`config.mk`:
```
export PLATFORM = sky130hd
export DESIGN_NAME = mage_hwlp_iv_gen
export DESIGN_NICKNAME = d
export VERILOG_FILES = /design/src/rtl/mage_pkg.sv /design/src/rtl/mage_hwlp_lp_cnt.sv /design/src/rtl/mage_hwlp_iv_gen.sv
export SDC_FILE = /design/constraint.sdc
export NUM_CORES = 1
export LEC_CHECK = 0
export CORE_UTILIZATION = 30
export DETAILED_ROUTE_END_ITERATION = 6
export PLACE_DENSITY = 0.53
export SLEW_MARGIN = 10
export SYNTH_ARGS = -nofsm -noshare
export SYNTH_HDL_FRONTEND = slang
export SYNTH_SLANG_ARGS = --single-unit
```
`constraint.sdc`:
```
create_clock -name clk_i -period 6.1 [get_ports clk_i]
set_input_delay 0.61 -clock clk_i [delete_from_list [all_inputs] [get_ports clk_i]]
set_output_delay 0.61 -clock clk_i [all_outputs]
set_load 0.02 [all_outputs]
```
`src/rtl/mage_pkg.sv`:
```
// Shared MAGE types and widths, including the hardware-loop generator state
// encoding and loop-count width.
package mage_pkg;

    localparam int unsigned N_LP         = 4;
    localparam int unsigned LOG2_N_LP    = $clog2(N_LP);
    localparam int unsigned NBIT_LP_IV   = 8;
    localparam int unsigned NBIT_II      = 4;
    localparam int unsigned NBIT_N_LOOPS = LOG2_N_LP + 1;

    typedef struct packed {
        logic [NBIT_LP_IV-1:0] iv;
        logic [NBIT_LP_IV-1:0] fv;
        logic [NBIT_LP_IV-1:0] inc;
    } loop_vars_t;

    typedef enum logic [1:0] {
        IDLE,
        RUN,
        GAP,
        DONE
    } hwlp_state_t;

endpackage

```
`src/rtl/mage_hwlp_lp_cnt.sv`:
```
// One loop counter of the hardware-loop nest: latched iv/fv/inc, the current
// value, and the end-of-loop flag derived from the next step.
module mage_hwlp_lp_cnt #(
    parameter int unsigned NBIT_LP_IV = 8
) (
    input  logic                  clk_i,
    input  logic                  rst_ni,
    input  logic                  load_i,
    input  logic [NBIT_LP_IV-1:0] iv_i,
    input  logic [NBIT_LP_IV-1:0] fv_i,
    input  logic [NBIT_LP_IV-1:0] inc_i,
    input  logic                  step_i,
    input  logic                  reload_i,
    output logic [NBIT_LP_IV-1:0] value_o,
    output logic                  at_end_o
);

    logic [NBIT_LP_IV-1:0] iv_q, fv_q, inc_q, cur_q;
    logic [NBIT_LP_IV-1:0] inc_eff;
    logic [NBIT_LP_IV:0]   next_val;

    // Extra bit keeps the carry so an overflowing step ends the loop instead of wrapping.
    always_comb begin
        inc_eff  = (inc_q == '0) ? NBIT_LP_IV'(1) : inc_q;
        next_val = {1'b0, cur_q} + {1'b0, inc_eff};
    end

    assign at_end_o = next_val[NBIT_LP_IV] | (next_val[NBIT_LP_IV-1:0] > fv_q);
    assign value_o  = cur_q;

    always_ff @(posedge clk_i or negedge rst_ni) begin
        if (!rst_ni) begin
            iv_q  <= '0;
            fv_q  <= '0;
            inc_q <= '0;
            cur_q <= '0;
        end else if (load_i) begin
            iv_q  <= iv_i;
            fv_q  <= fv_i;
            inc_q <= inc_i;
            cur_q <= iv_i;
        end else if (reload_i) begin
            cur_q <= iv_q;
        end else if (step_i) begin
            cur_q <= next_val[NBIT_LP_IV-1:0];
        end
    end

endmodule

```
`src/rtl/mage_hwlp_iv_gen.sv`:
```
// Hardware-loop iteration-variable generator: steps an N_LP-deep nest odometer-style
// and emits one tuple per handshake. MAGE_HWLP_PERF_EN adds a stall counter output.
module mage_hwlp_iv_gen #(
    parameter int unsigned N_LP       = mage_pkg::N_LP,
    parameter int unsigned NBIT_LP_IV = mage_pkg::NBIT_LP_IV,
    parameter int unsigned NBIT_II    = mage_pkg::NBIT_II
) (
    input  logic                                clk_i,
    input  logic                                rst_ni,
    input  logic                                start_i,
    input  mage_pkg::loop_vars_t [N_LP-1:0]     loop_cfg_i,
    input  logic [$clog2(N_LP):0]               n_loops_i,
    input  logic [NBIT_II-1:0]                  ii_i,
    output logic [N_LP-1:0][NBIT_LP_IV-1:0]     iv_o,
    output logic [N_LP-1:0]                     lp_end_o,
    output logic                                iv_valid_o,
    input  logic                                iv_ready_i,
    output logic                                last_o,
    output logic                                busy_o,
`ifdef MAGE_HWLP_PERF_EN
    output logic [15:0]                         perf_stall_o,
`endif
    output logic                                done_o
);

    import mage_pkg::*;

    localparam int unsigned NbitN = $clog2(N_LP) + 1;

    hwlp_state_t         state_q, state_d;
    logic [NBIT_II-1:0]  ii_q, gap_q, gap_d;
    logic [N_LP-1:0]     active_q, active_d;
    logic [N_LP-1:0]     at_end, lp_end, below, step, reload;
    logic [NbitN-1:0]    n_eff;
    logic                load, hs, last_raw, adv, acc;

    assign load = (state_q == IDLE) && start_i;
    assign hs   = (state_q == RUN) && iv_ready_i;

    // Clamp the loop count into [1, N_LP] and turn it into an active-loop mask.
    always_comb begin
        n_eff = n_loops_i;
        if (n_loops_i == '0) begin
            n_eff = NbitN'(1);
        end else if (n_loops_i > NbitN'(N_LP)) begin
            n_eff = NbitN'(N_LP);
        end
        for (int k = 0; k < N_LP; k++) begin
            active_d[k] = (NbitN'(k) < n_eff);
        end
    end

    always_ff @(posedge clk_i or negedge rst_ni) begin
        if (!rst_ni) begin
            active_q <= '0;
            ii_q     <= '0;
        end else if (load) begin
            active_q <= active_d;
            ii_q     <= (ii_i == '0) ? NBIT_II'(1) : ii_i;
        end
    end

    for (genvar k = 0; k < N_LP; k++) begin : g_lp
        mage_hwlp_lp_cnt #(
            .NBIT_LP_IV (NBIT_LP_IV)
        ) u_lp_cnt (
            .clk_i    (clk_i),
            .rst_ni   (rst_ni),
            .load_i   (load),
            .iv_i     (loop_cfg_i[k].iv),
            .fv_i     (loop_cfg_i[k].fv),
            .inc_i    (loop_cfg_i[k].inc),
            .step_i   (step[k]),
            .reload_i (reload[k]),
            .value_o  (iv_o[k]),
            .at_end_o (at_end[k])
        );
    end

    // Loop k moves only when every lower loop has finished; finished loops wrap to iv.
    always_comb begin
        lp_end   = at_end | ~active_q;
        last_raw = &lp_end;
        adv      = hs && !last_raw;
        acc      = 1'b1;
        for (int k = 0; k < N_LP; k++) begin
            below[k] = acc;
            acc      = acc & lp_end[k];
        end
        step   = adv ? (below & ~lp_end) : '0;
        reload = adv ? (below & lp_end) : '0;
    end

    always_comb begin
        state_d = state_q;
        gap_d   = gap_q;
        unique case (state_q)
            IDLE: begin
                if (start_i) begin
                    state_d = RUN;
                end
            end
            RUN: begin
                if (iv_ready_i) begin
                    if (last_raw) begin
                        state_d = DONE;
                    end else if (ii_q > NBIT_II'(1)) begin
                        state_d = GAP;
                        gap_d   = ii_q - NBIT_II'(2);
                    end
                end
            end
            GAP: begin
                if (gap_q == '0) begin
                    state_d = RUN;
                end else begin
                    gap_d = gap_q - NBIT_II'(1);
                end
            end
            DONE: begin
                state_d = IDLE;
            end
            default: begin
                state_d = IDLE;
            end
        endcase
    end

    always_ff @(posedge clk_i or negedge rst_ni) begin
        if (!rst_ni) begin
            state_q <= IDLE;
            gap_q   <= '0;
        end else begin
            state_q <= state_d;
            gap_q   <= gap_d;
        end
    end

    assign iv_valid_o = (state_q == RUN);
    assign busy_o     = (state_q != IDLE);
    assign done_o     = (state_q == DONE);
    // Counters reset to 0, which reads as "at end"; mask so idle outputs stay 0.
    assign lp_end_o   = busy_o ? lp_end : '0;
    assign last_o     = busy_o && last_raw;

`ifdef MAGE_HWLP_PERF_EN
    logic [15:0] stall_q;

    always_ff @(posedge clk_i or negedge rst_ni) begin
        if (!rst_ni) begin
            stall_q <= '0;
        end else if (load) begin
            stall_q <= '0;
        end else if ((state_q == RUN) && !iv_ready_i && (stall_q != 16'hffff)) begin
            stall_q <= stall_q + 16'd1;
        end
    end

    assign perf_stall_o = stall_q;
`endif

endmodule

```
# Yosys cells after proc, flatten, opt, wreduce, memory -nomap -nowiden
# Cells that the tools add are included.
# totals
out_inout_bits	40
inputBits	107
ff_bits	142
# op_classes
bitwise	11
reduce_logical	22
order_cmp	10
addsub	6
eq_ne	10
mux	33
# ops
op	n
2-to-1 mux 8 bit	16
adder 8 x 8 -> 9 bit	4
> comparator 8 bit	4
logical NOT 8 bit	4
2-to-1 mux 4 bit	8
nonzero test 3 bit	4
2-to-1 mux 2 bit	5
AND 4 bit	2
logical NOT 4 bit	2
inequality test 2 bit (second input constant)	4
NOT 4 bit	2
case mux 2 bit (4 select lines)	1
case mux 4 bit (2 select lines)	1
AND reduction 4 bit	2
less-than comparator 1 x 3 -> 1 bit (first input constant)	2
less-than comparator 2 x 3 -> 1 bit (first input constant)	2
2-to-1 mux 3 bit	2
AND reduction 5 bit	1
equality test 2 bit (second input constant)	2
> comparator 4 x 1 -> 1 bit (second input constant)	1
logical AND 1 bit	4
inequality test 2 x 1 -> 1 bit (second input constant)	2
OR 1 bit	4
OR 4 bit	1
10 further kinds	12

# Depth between registers and ports, before layout
# Gate-level depths: netlist of run 1.
# logic_depth
depth_word	13
depth_mapped	20

# Cells and area by module
# A second synthesis of run 1 with hierarchy kept.
# hier_totals
hier_cells	852
hier_area_um2	8214.1
# modules_own_cells
mod	cells_per_inst	seq_area_each_um2	area_each_um2	n_inst
mage_hwlp_lp_cnt	188	800.8	1829.3	4
mage_hwlp_iv_gen	100	350.3	897.1	1

# Least setup slack after synthesis of run 1
# Ideal clock, no wire load.
# synth_path
path_type	reg2reg
from	register g_lp[3].u_lp_cnt.inc_q[1]
to	register g_lp[1].u_lp_cnt.cur_q[7]
stages_incl_launch_ff	19
path_buffers	1
setup_slack_ns	1.933
arrival_ns	4.041
path_cell_list	dfrtp_1 -> nor3_1 -> a21o_1 -> ha_1 -> fa_1 -> a21oi_1 -> o21ai_0 -> o21a_1 -> nor2_1 -> xnor2_1 -> ha_1 -> o21ai_0 -> o21ai_0 -> a2111oi_0 -> o21ai_1 -> a211o_1 -> buf_6 -> mux2_4 -> a221o_1
# synth_between
elab_chain_len	12
word_cells_on_any_way	14
classes_between	add/sub: 1; order compare: 1; mux: 5; bitwise: 2; reduce/logical: 5
# synth_rtl
element	line	text
start: declaration	mage_hwlp_lp_cnt.sv:18	logic [NBIT_LP_IV-1:0] iv_q, fv_q, inc_q, cur_q;
start signal: assignment	mage_hwlp_lp_cnt.sv:40	inc_q <= inc_i;
logical NOT 8 bit	mage_hwlp_lp_cnt.sv:24	inc_eff = (inc_q == '0) ? NBIT_LP_IV'(1) : inc_q;
2-to-1 mux 8 bit *	mage_hwlp_lp_cnt.sv:24	
adder 8 x 8 -> 9 bit *	mage_hwlp_lp_cnt.sv:25	next_val = {1'b0, cur_q} + {1'b0, inc_eff};
> comparator 8 bit	mage_hwlp_lp_cnt.sv:28	assign at_end_o = next_val[NBIT_LP_IV] | (next_val[NBIT_LP_IV-1:0] > fv_q);
OR 1 bit *	mage_hwlp_lp_cnt.sv:28	
OR 4 bit *	mage_hwlp_iv_gen.sv:82	lp_end = at_end | ~active_q;
AND reduction 4 bit *	mage_hwlp_iv_gen.sv:83	last_raw = &lp_end;
logical NOT 1 bit *	mage_hwlp_iv_gen.sv:84	adv = hs && !last_raw;
logical AND 1 bit *	mage_hwlp_iv_gen.sv:84	
2-to-1 mux 4 bit	mage_hwlp_iv_gen.sv:91	reload = adv ? (below & lp_end) : '0;
2-to-1 mux 8 bit	mage_hwlp_lp_cnt.sv:42	end else if (reload_i) begin
2-to-1 mux 8 bit	mage_hwlp_lp_cnt.sv:37	end else if (load_i) begin
end signal: assignment	mage_hwlp_lp_cnt.sv:41	cur_q <= iv_i;
end signal: assignment	mage_hwlp_lp_cnt.sv:43	cur_q <= iv_q;
end signal: assignment	mage_hwlp_lp_cnt.sv:45	cur_q <= next_val[NBIT_LP_IV-1:0];
end: declaration	mage_hwlp_lp_cnt.sv:18	
# Every way passes the cells marked *; elsewhere a longest branch is shown, timed or not.
# A chain may end at the register's enable or synchronous reset.

# Final worst setup path of run 1
# layout_path
from	register g_lp[3].u_lp_cnt.inc_q[1]
to	output last_o
# layout_between
elab_chain_len	8
# layout_rtl
element	line	text
logical NOT 8 bit	mage_hwlp_lp_cnt.sv:24	
2-to-1 mux 8 bit *	mage_hwlp_lp_cnt.sv:24	
adder 8 x 8 -> 9 bit *	mage_hwlp_lp_cnt.sv:25	
> comparator 8 bit	mage_hwlp_lp_cnt.sv:28	
OR 1 bit *	mage_hwlp_lp_cnt.sv:28	
OR 4 bit *	mage_hwlp_iv_gen.sv:82	
AND reduction 4 bit *	mage_hwlp_iv_gen.sv:83	
logical AND 1 bit *	mage_hwlp_iv_gen.sv:144	assign last_o = busy_o && last_raw;
end: declaration	mage_hwlp_iv_gen.sv:18	output logic last_o,
# Marks and branches as above.

==> impl_metrics.ini, run 1 <==
[grt]
grt_start_max_net_pins = 94
track_usage_pct = 17.2
grt_overflow = 0
grt_pass1_vias = 6420
grt_first_pass_wirelength_mm = 35.0
antenna_found_initial = 0

[synth]
ys.warnings.count = 0
synth-seq-area-share_pct = 42.9
muxShareOfSynthArea_pct = 3.84
synth_xor_xnor_area_share_pct = 2.58
synth-compound-area-share_pct = 15.5
async_reset_ff_share_pct = 100
synth.distinct_cells = 58
synth_area_leaders = dfrtp_1 (43%), nand2_1 (11%), ha_1 (11%), o21ai_0 (4.8%), mux2i_1 (3.1%)
synth_seq_cells = 134
synthSimpleGateAreaFrac_pct = 18.3
synth_edf_count = 0
synth_top_family_by_area = simple AND/OR/NAND/NOR gates
synthCells = 880
synth_top_cell_by_area = dfrtp_1
synthFlopType = dfrtp_1
synth_fa_ha_area_share_pct = 11.6
synthesis.nets = 1057
post-synth-top-area-fraction_pct = 42.9
syn-cell-area_mm2 = 0.00781
avgSynthCellArea_um2 = 8.88

[worst_setup_path]
slowest_stage = clkdlybuf4s50_1
crit_type = register to primary output
crit_chain = nor3_1 -> a21o_1 -> ha_1 -> fa_1 -> a21oi_1 -> o21ai_0 -> o21a_1 -> nor2_1 -> xnor2_1 -> ha_1 -> o21ai_0 -> o21ai_0 -> a2111oi_0 -> o21ai_1 -> and4_1 -> and2_1 -> clkdlybuf4s50_1
endpoint_kind = primary output
r2r_cells = 17
path_common_cell = o21ai_0
critPathMaxFanout = 7
cp-start-kind = register
path_delay_family = compound AO/OA/AOI/OAI gates
r2r_end = g_lp[1].u_lp_cnt.value_o[7]
critPathBufInv = 1
rrSetupSlack_ns = 0.94
cp_data_arrival_time_ns = 4.96
reg2reg_from = g_lp[3].u_lp_cnt.inc_q[1]
slowest_delay_ns = 0.52
cp.required_ns = 5.49

[floorplan]
core_mm2 = 0.0254
io_pins = 147
die-area_mm2 = 0.0267
die_y_um = 163
die_w_um = 163
rows = 58
start_util_pct = 30.8

[cts]
cts.sinks = 134
cts_buffers = 17
clk_pin_slew_ns = 0.06
clockRootBuffer = clkbuf_16
cts_setup_buffers = 0
htreeDepth = 4
postCtsHoldBufs = 0
cts_resized = 0
insertion_delay_ns = 0.43
cts_tree = built
clock_path_buffers = 2

[final_layout]
area_delta_synth_final_pct = 29.4
utilization_pct = 39.8
final_common_cell = nand2_1
fin_cells = 1342
final_cell_mix = nand2_1 (226), clkdlybuf4s50_1 (145), dfrtp_1 (134)
fillerInstances = 2598
drive_gt1_share_pct = 5.14
nets = 1176
antenna_cells = 0

[placed_design]
routabilityCongestion = 0.824
place_ws_ns = 0.968
io_buffers = 146
hpwl_mm = 16.0
dp_cells = 1310

[detailed_routing]
drt_iter0_drc = 276
vias = 6447
totalWireLength_mm = 21.6
viasPerCell = 4.80
wl_per_cell_um = 16.1
drc_errors = 0
antenna_left = 0
dr.pass1.iters = 4

[power]
powerDensity_mw_per_mm2 = 702
power.leakage_uw = 0.00468
peakVddDrop_v = 0.000635
total_power_uw = 7090

[flow_run]
maxCapViolations = 0

[sta]
slew_headroom_pct = 33.8
timing.final.max_slew_violations = 0
hold_violations = 0
setup_viol_count_final = 0
fmax_mhz = 180
fin_setup_tns_ns = 0
rsz0062_at_grt = no
worst_pin_slew_ns = 0.993
fin_ws_ns = 0.530
fin_skew_ns = 0.0122
period_needed_ns = 5.57
fin_crit_sh_pct = 91.3

[worst_hold_path]
hp-class = input port to async pin

[status]
status = finished, final reports clean
==> Yosys cell counts, types with 10 or more instances <==
| library cell | number |
|---|---|
| a21o_1 | 14 |
| a21oi_1 | 22 |
| clkbuf_1 | 44 |
| dfrtp_1 | 134 |
| ha_1 | 66 |
| inv_1 | 52 |
| mux2i_1 | 24 |
| nand2_1 | 227 |
| nand2b_1 | 10 |
| nand3_1 | 17 |
| nor2_1 | 31 |
| o211ai_1 | 17 |
| o21ai_0 | 75 |
| xnor2_1 | 16 |
==> logic make-up after synthesis <==
group                      Yosys count
AOI/OAI and AO/OA                  187
xor gates and xnor gates            23
adders and majority gates           70
muxes                               29
buffers and inverters              104
DFF                                134
and+or+nand+nor                    333
==> final cells by class <==
class	count	area, µm²	share of cell area, %
Clock buffer	20	457	4.52
Clock inverter	12	129	1.27
Tap cell	330	413	4.08
Multi-Input combinational cell	642	4060	40.1
Timing Repair Buffer	152	1510	14.9
Inverter	52	195	1.93
Sequential cell	134	3350	33.2
==> worst max-delay path by stage <==
stage          cells after the start  slack, ns                      start                           to
2_1_floorplan                     18       1.93  g_lp[3].u_lp_cnt.inc_q[1]  g_lp[1].u_lp_cnt.value_o[7]
3_5_place_dp                      17       0.97  g_lp[3].u_lp_cnt.inc_q[1]  g_lp[1].u_lp_cnt.value_o[7]
5_1_grt                           17       0.02  g_lp[3].u_lp_cnt.inc_q[1]                       last_o
6_report                          17       0.53  g_lp[3].u_lp_cnt.inc_q[1]                       last_o
3_3_place_gp                      17       1.16  g_lp[3].u_lp_cnt.inc_q[1]                       last_o
4_1_cts                           17       0.51  g_lp[3].u_lp_cnt.inc_q[1]                       last_o
==> through the flow <==
| step | cell area (µm²) | hold WS (ns) |
|---|---|---|
| after global placement | 9530 | 0.431 |
| after floorplan | 7810 | 0.314 |
| after CTS | 10100 | 0.239 |
| after detailed placement | 9530 | 0.440 |
| final | 10100 | 0.195 |
| after global routing | 10100 | 0.272 |
==> state kept, by name (all words and copies together), names as in the netlist <==
signal / count
g_lp.u_lp_cnt.fv_q: 32
g_lp.u_lp_cnt.inc_q: 32
gap_q: 4
active_q: 4
ii_q: 4
g_lp.u_lp_cnt.value_o: 32
g_lp.u_lp_cnt.iv_q: 24
state_q: 2
==> metal layers <==
| layer | GRT usage, % | part of all wire [%] | up-vias |
|---|---|---|---|
| met3 | 3.43 | 4.3 | 10 |
| met2 | 26.5 | 45 | 122 |
| li1 | - | - | 3246 |
| met1 | 24.3 | 50 | 3069 |
| met4 | 4.33 | 0.71 | 0 |
| met5 | 0 | 0 | - |
==> where the power goes <==
part           internal (µW)  total (µW)  switching [µW]  leakage (µW)
sequential              1320        1650             323       0.00165
clock                    621        1030             409      0.000270
combinational           1910        4420            2510       0.00277
total                   3850        7090            3240       0.00468
==> worst reg2reg max path, cell delays in order (launching register included) <==
cell and delay (ns):
dfrtp_1 0.42, nor3_1 0.08, a21o_1 0.18, ha_1 0.20, fa_1 0.41, a21oi_1 0.19, o21ai_0 0.15, o21a_1 0.19
nor2_1 0.12, xnor2_1 0.17, ha_1 0.29, o21ai_0 0.22, o21ai_0 0.11, a2111oi_0 0.43, o21ai_1 0.34, a211o_1 0.76
mux2_4 0.45, a221o_1 0.34
(Power assumes the default switching activity.)
==> inputs of run 2 (changes only) <==
- PLACE_DENSITY: 0.53 -> 0.55
- clock period: 6.1 -> 4.6 ns (I/O delays scaled with it)
==> impl_metrics.ini, run 2 (same netlist as run 1, synthesis figures left out) <==
[status]
status = finished, final reports clean

[detailed_routing]
antenna_left = 0
vias = 6564
drc_errors = 0
wl_per_cell_um = 15.7
viasPerCell = 4.74
totalWireLength_mm = 21.7
drt_iter0_drc = 373
dr.pass1.iters = 5

[sta]
fin_crit_sh_pct = 97.4
fmax_mhz = 223
hold_violations = 0
rsz0062_at_grt = yes
worst_pin_slew_ns = 1.05
fin_ws_ns = 0.118
period_needed_ns = 4.48
fin_setup_tns_ns = 0
timing.final.max_slew_violations = 0
slew_headroom_pct = 30.1
fin_skew_ns = 0.00881
setup_viol_count_final = 0

[floorplan]
die_w_um = 163
core_mm2 = 0.0254
die-area_mm2 = 0.0267
rows = 58
start_util_pct = 30.8
io_pins = 147
die_y_um = 163

[grt]
grt_pass1_vias = 6559
grt_overflow = 0
track_usage_pct = 17.0
grt_first_pass_wirelength_mm = 34.9
grt_start_max_net_pins = 107
antenna_found_initial = 0

[power]
seqPwrFrac_pct = 21.3
power.leakage_uw = 0.00494
p_switching_uw = 4440
internal_power_uw = 5590
p_comb_share_pct = 64.3
peakVddDrop_v = 0.000746
total_power_uw = 10000
sw_frac_of_total_pct = 44.3
powerDensity_mw_per_mm2 = 953
clock_power_share_pct = 14.3

[final_layout]
final_common_cell = nand2_1
utilization_pct = 41.4
drive_gt1_share_pct = 10.2
nets = 1218
multi_input_area_mm2 = 0.00411
fillerInstances = 2532
antenna_cells = 0
final_cell_mix = nand2_1 (226), clkdlybuf4s50_1 (140), dfrtp_1 (134)
area_delta_synth_final_pct = 34.6
final_area_mm2 = 0.0105
register_area_mm2 = 0.00335

[placed_design]
routabilityCongestion = 0.838
hpwl_mm = 16.2
place_ws_ns = 0.0270
post_dp_cell_area_mm2 = 0.00980
io_buffers = 146

[cts]
cts_tree = built
cts.sinks = 134
insertion_delay_ns = 0.42
clk_pin_slew_ns = 0.06
htreeDepth = 4
clock_path_buffers = 2
cts_buffers = 17
clockRootBuffer = clkbuf_16

[worst_setup_path]
cp-start-kind = register
endpoint_kind = primary output
crit_type = register to primary output
cp_data_arrival_time_ns = 4.02
cp.required_ns = 4.14
critPathMaxFanout = 3

[flow_run]
maxCapViolations = 0

[worst_hold_path]
hp-class = input port to async pin
-- run 2: cell types whose count changed in the layout (fill, tap and decap cells not counted), moves of 3 or more --
cell             before  now
dlygate4sd2_1         0    3
buf_4                 6   47
clkdlybuf4s50_1     145  140
clkinvlp_4            6    3
o21ai_1               2    7
o21ai_0              75   69
-- run 2: worst paths after layout --
kind                                                start                          end  slack [ns]  cells after the start
worst max-delay path            g_lp[2].u_lp_cnt.inc_q[3]                       last_o        0.12                     17
worst min-delay path                               rst_ni    g_lp[0].u_lp_cnt.inc_q[5]        0.18                      1
worst max register to register  g_lp[2].u_lp_cnt.inc_q[3]  g_lp[0].u_lp_cnt.value_o[1]        0.37                     18
worst min register to register                active_q[0]                  active_q[0]        0.46                      2
max in group asynchronous                          rst_ni     g_lp[2].u_lp_cnt.fv_q[5]        3.36                      2
min in group clk_i                            active_q[0]                  active_q[0]        0.46                      2
-- run 2: stage by stage --
step | hold slack (ns) | instances
2_1_floorplan | 0.164 | 880
3_3_place_gp | 0.446 | 1345
3_5_place_dp | 0.444 | 1345
4_1_cts | 0.242 | 1377
5_1_grt | 0.250 | 1384
6_report | 0.178 | 1384
-- run 2: power groups by stage --
stage / sequential [µW] / combinational [µW] / clock [µW]
after floorplan: 2220 / 4060 / 0
after global placement: 2150 / 6240 / 0
after detailed placement: 2150 / 6330 / 0
after CTS: 2140 / 6350 / 1470
after global routing: 2220 / 7210 / 1520
final: 2140 / 6450 / 1440
-- run 2: per-layer routing --
| metal | part of all wire, % | vias to the layer above | wire length (µm) | GRT usage (%) |
|---|---|---|---|---|
| li1 | - | 3332 | - | - |
| met1 | 49 | 3083 | 10700 | 23.8 |
| met2 | 45 | 136 | 9810 | 26.6 |
| met3 | 5.0 | 13 | 1080 | 3.58 |
| met4 | 0.80 | 0 | 173 | 3.78 |
| met5 | 0 | - | 0 | 0 |
-- run 2: final cells by class --
class	instances	area share (%)
multi-input combinational	642	39.1
clock inverter	11	1.42
timing repair buffer	194	17.4
inverter	52	1.86
tap	330	3.93
clock buffer	21	4.47
sequential	134	31.9
-- run 2: worst max-delay path, stage by stage, from the launching register on --
cell and delay [ns]:
dfrtp_1 0.37, nor3_1 0.06, a21o_1 0.18, ha_2 0.19, fa_2 0.39, a211oi_2 0.22, nor2_2 0.07, o21a_1 0.17
nor2_1 0.11, xnor2_1 0.15, ha_1 0.27, o21a_1 0.20, a2111oi_2 0.35, a21oi_1 0.09, a32o_2 0.26, and4_1 0.19
and2_1 0.16, clkbuf_2 0.15
-- run 2: timing repair --
item,in CTS,in global routing
endpoints found under the setup margin,5,23
resized for setup,11,16
buffers inserted,0,7
pin swaps,2,9
hold buffers,0,0
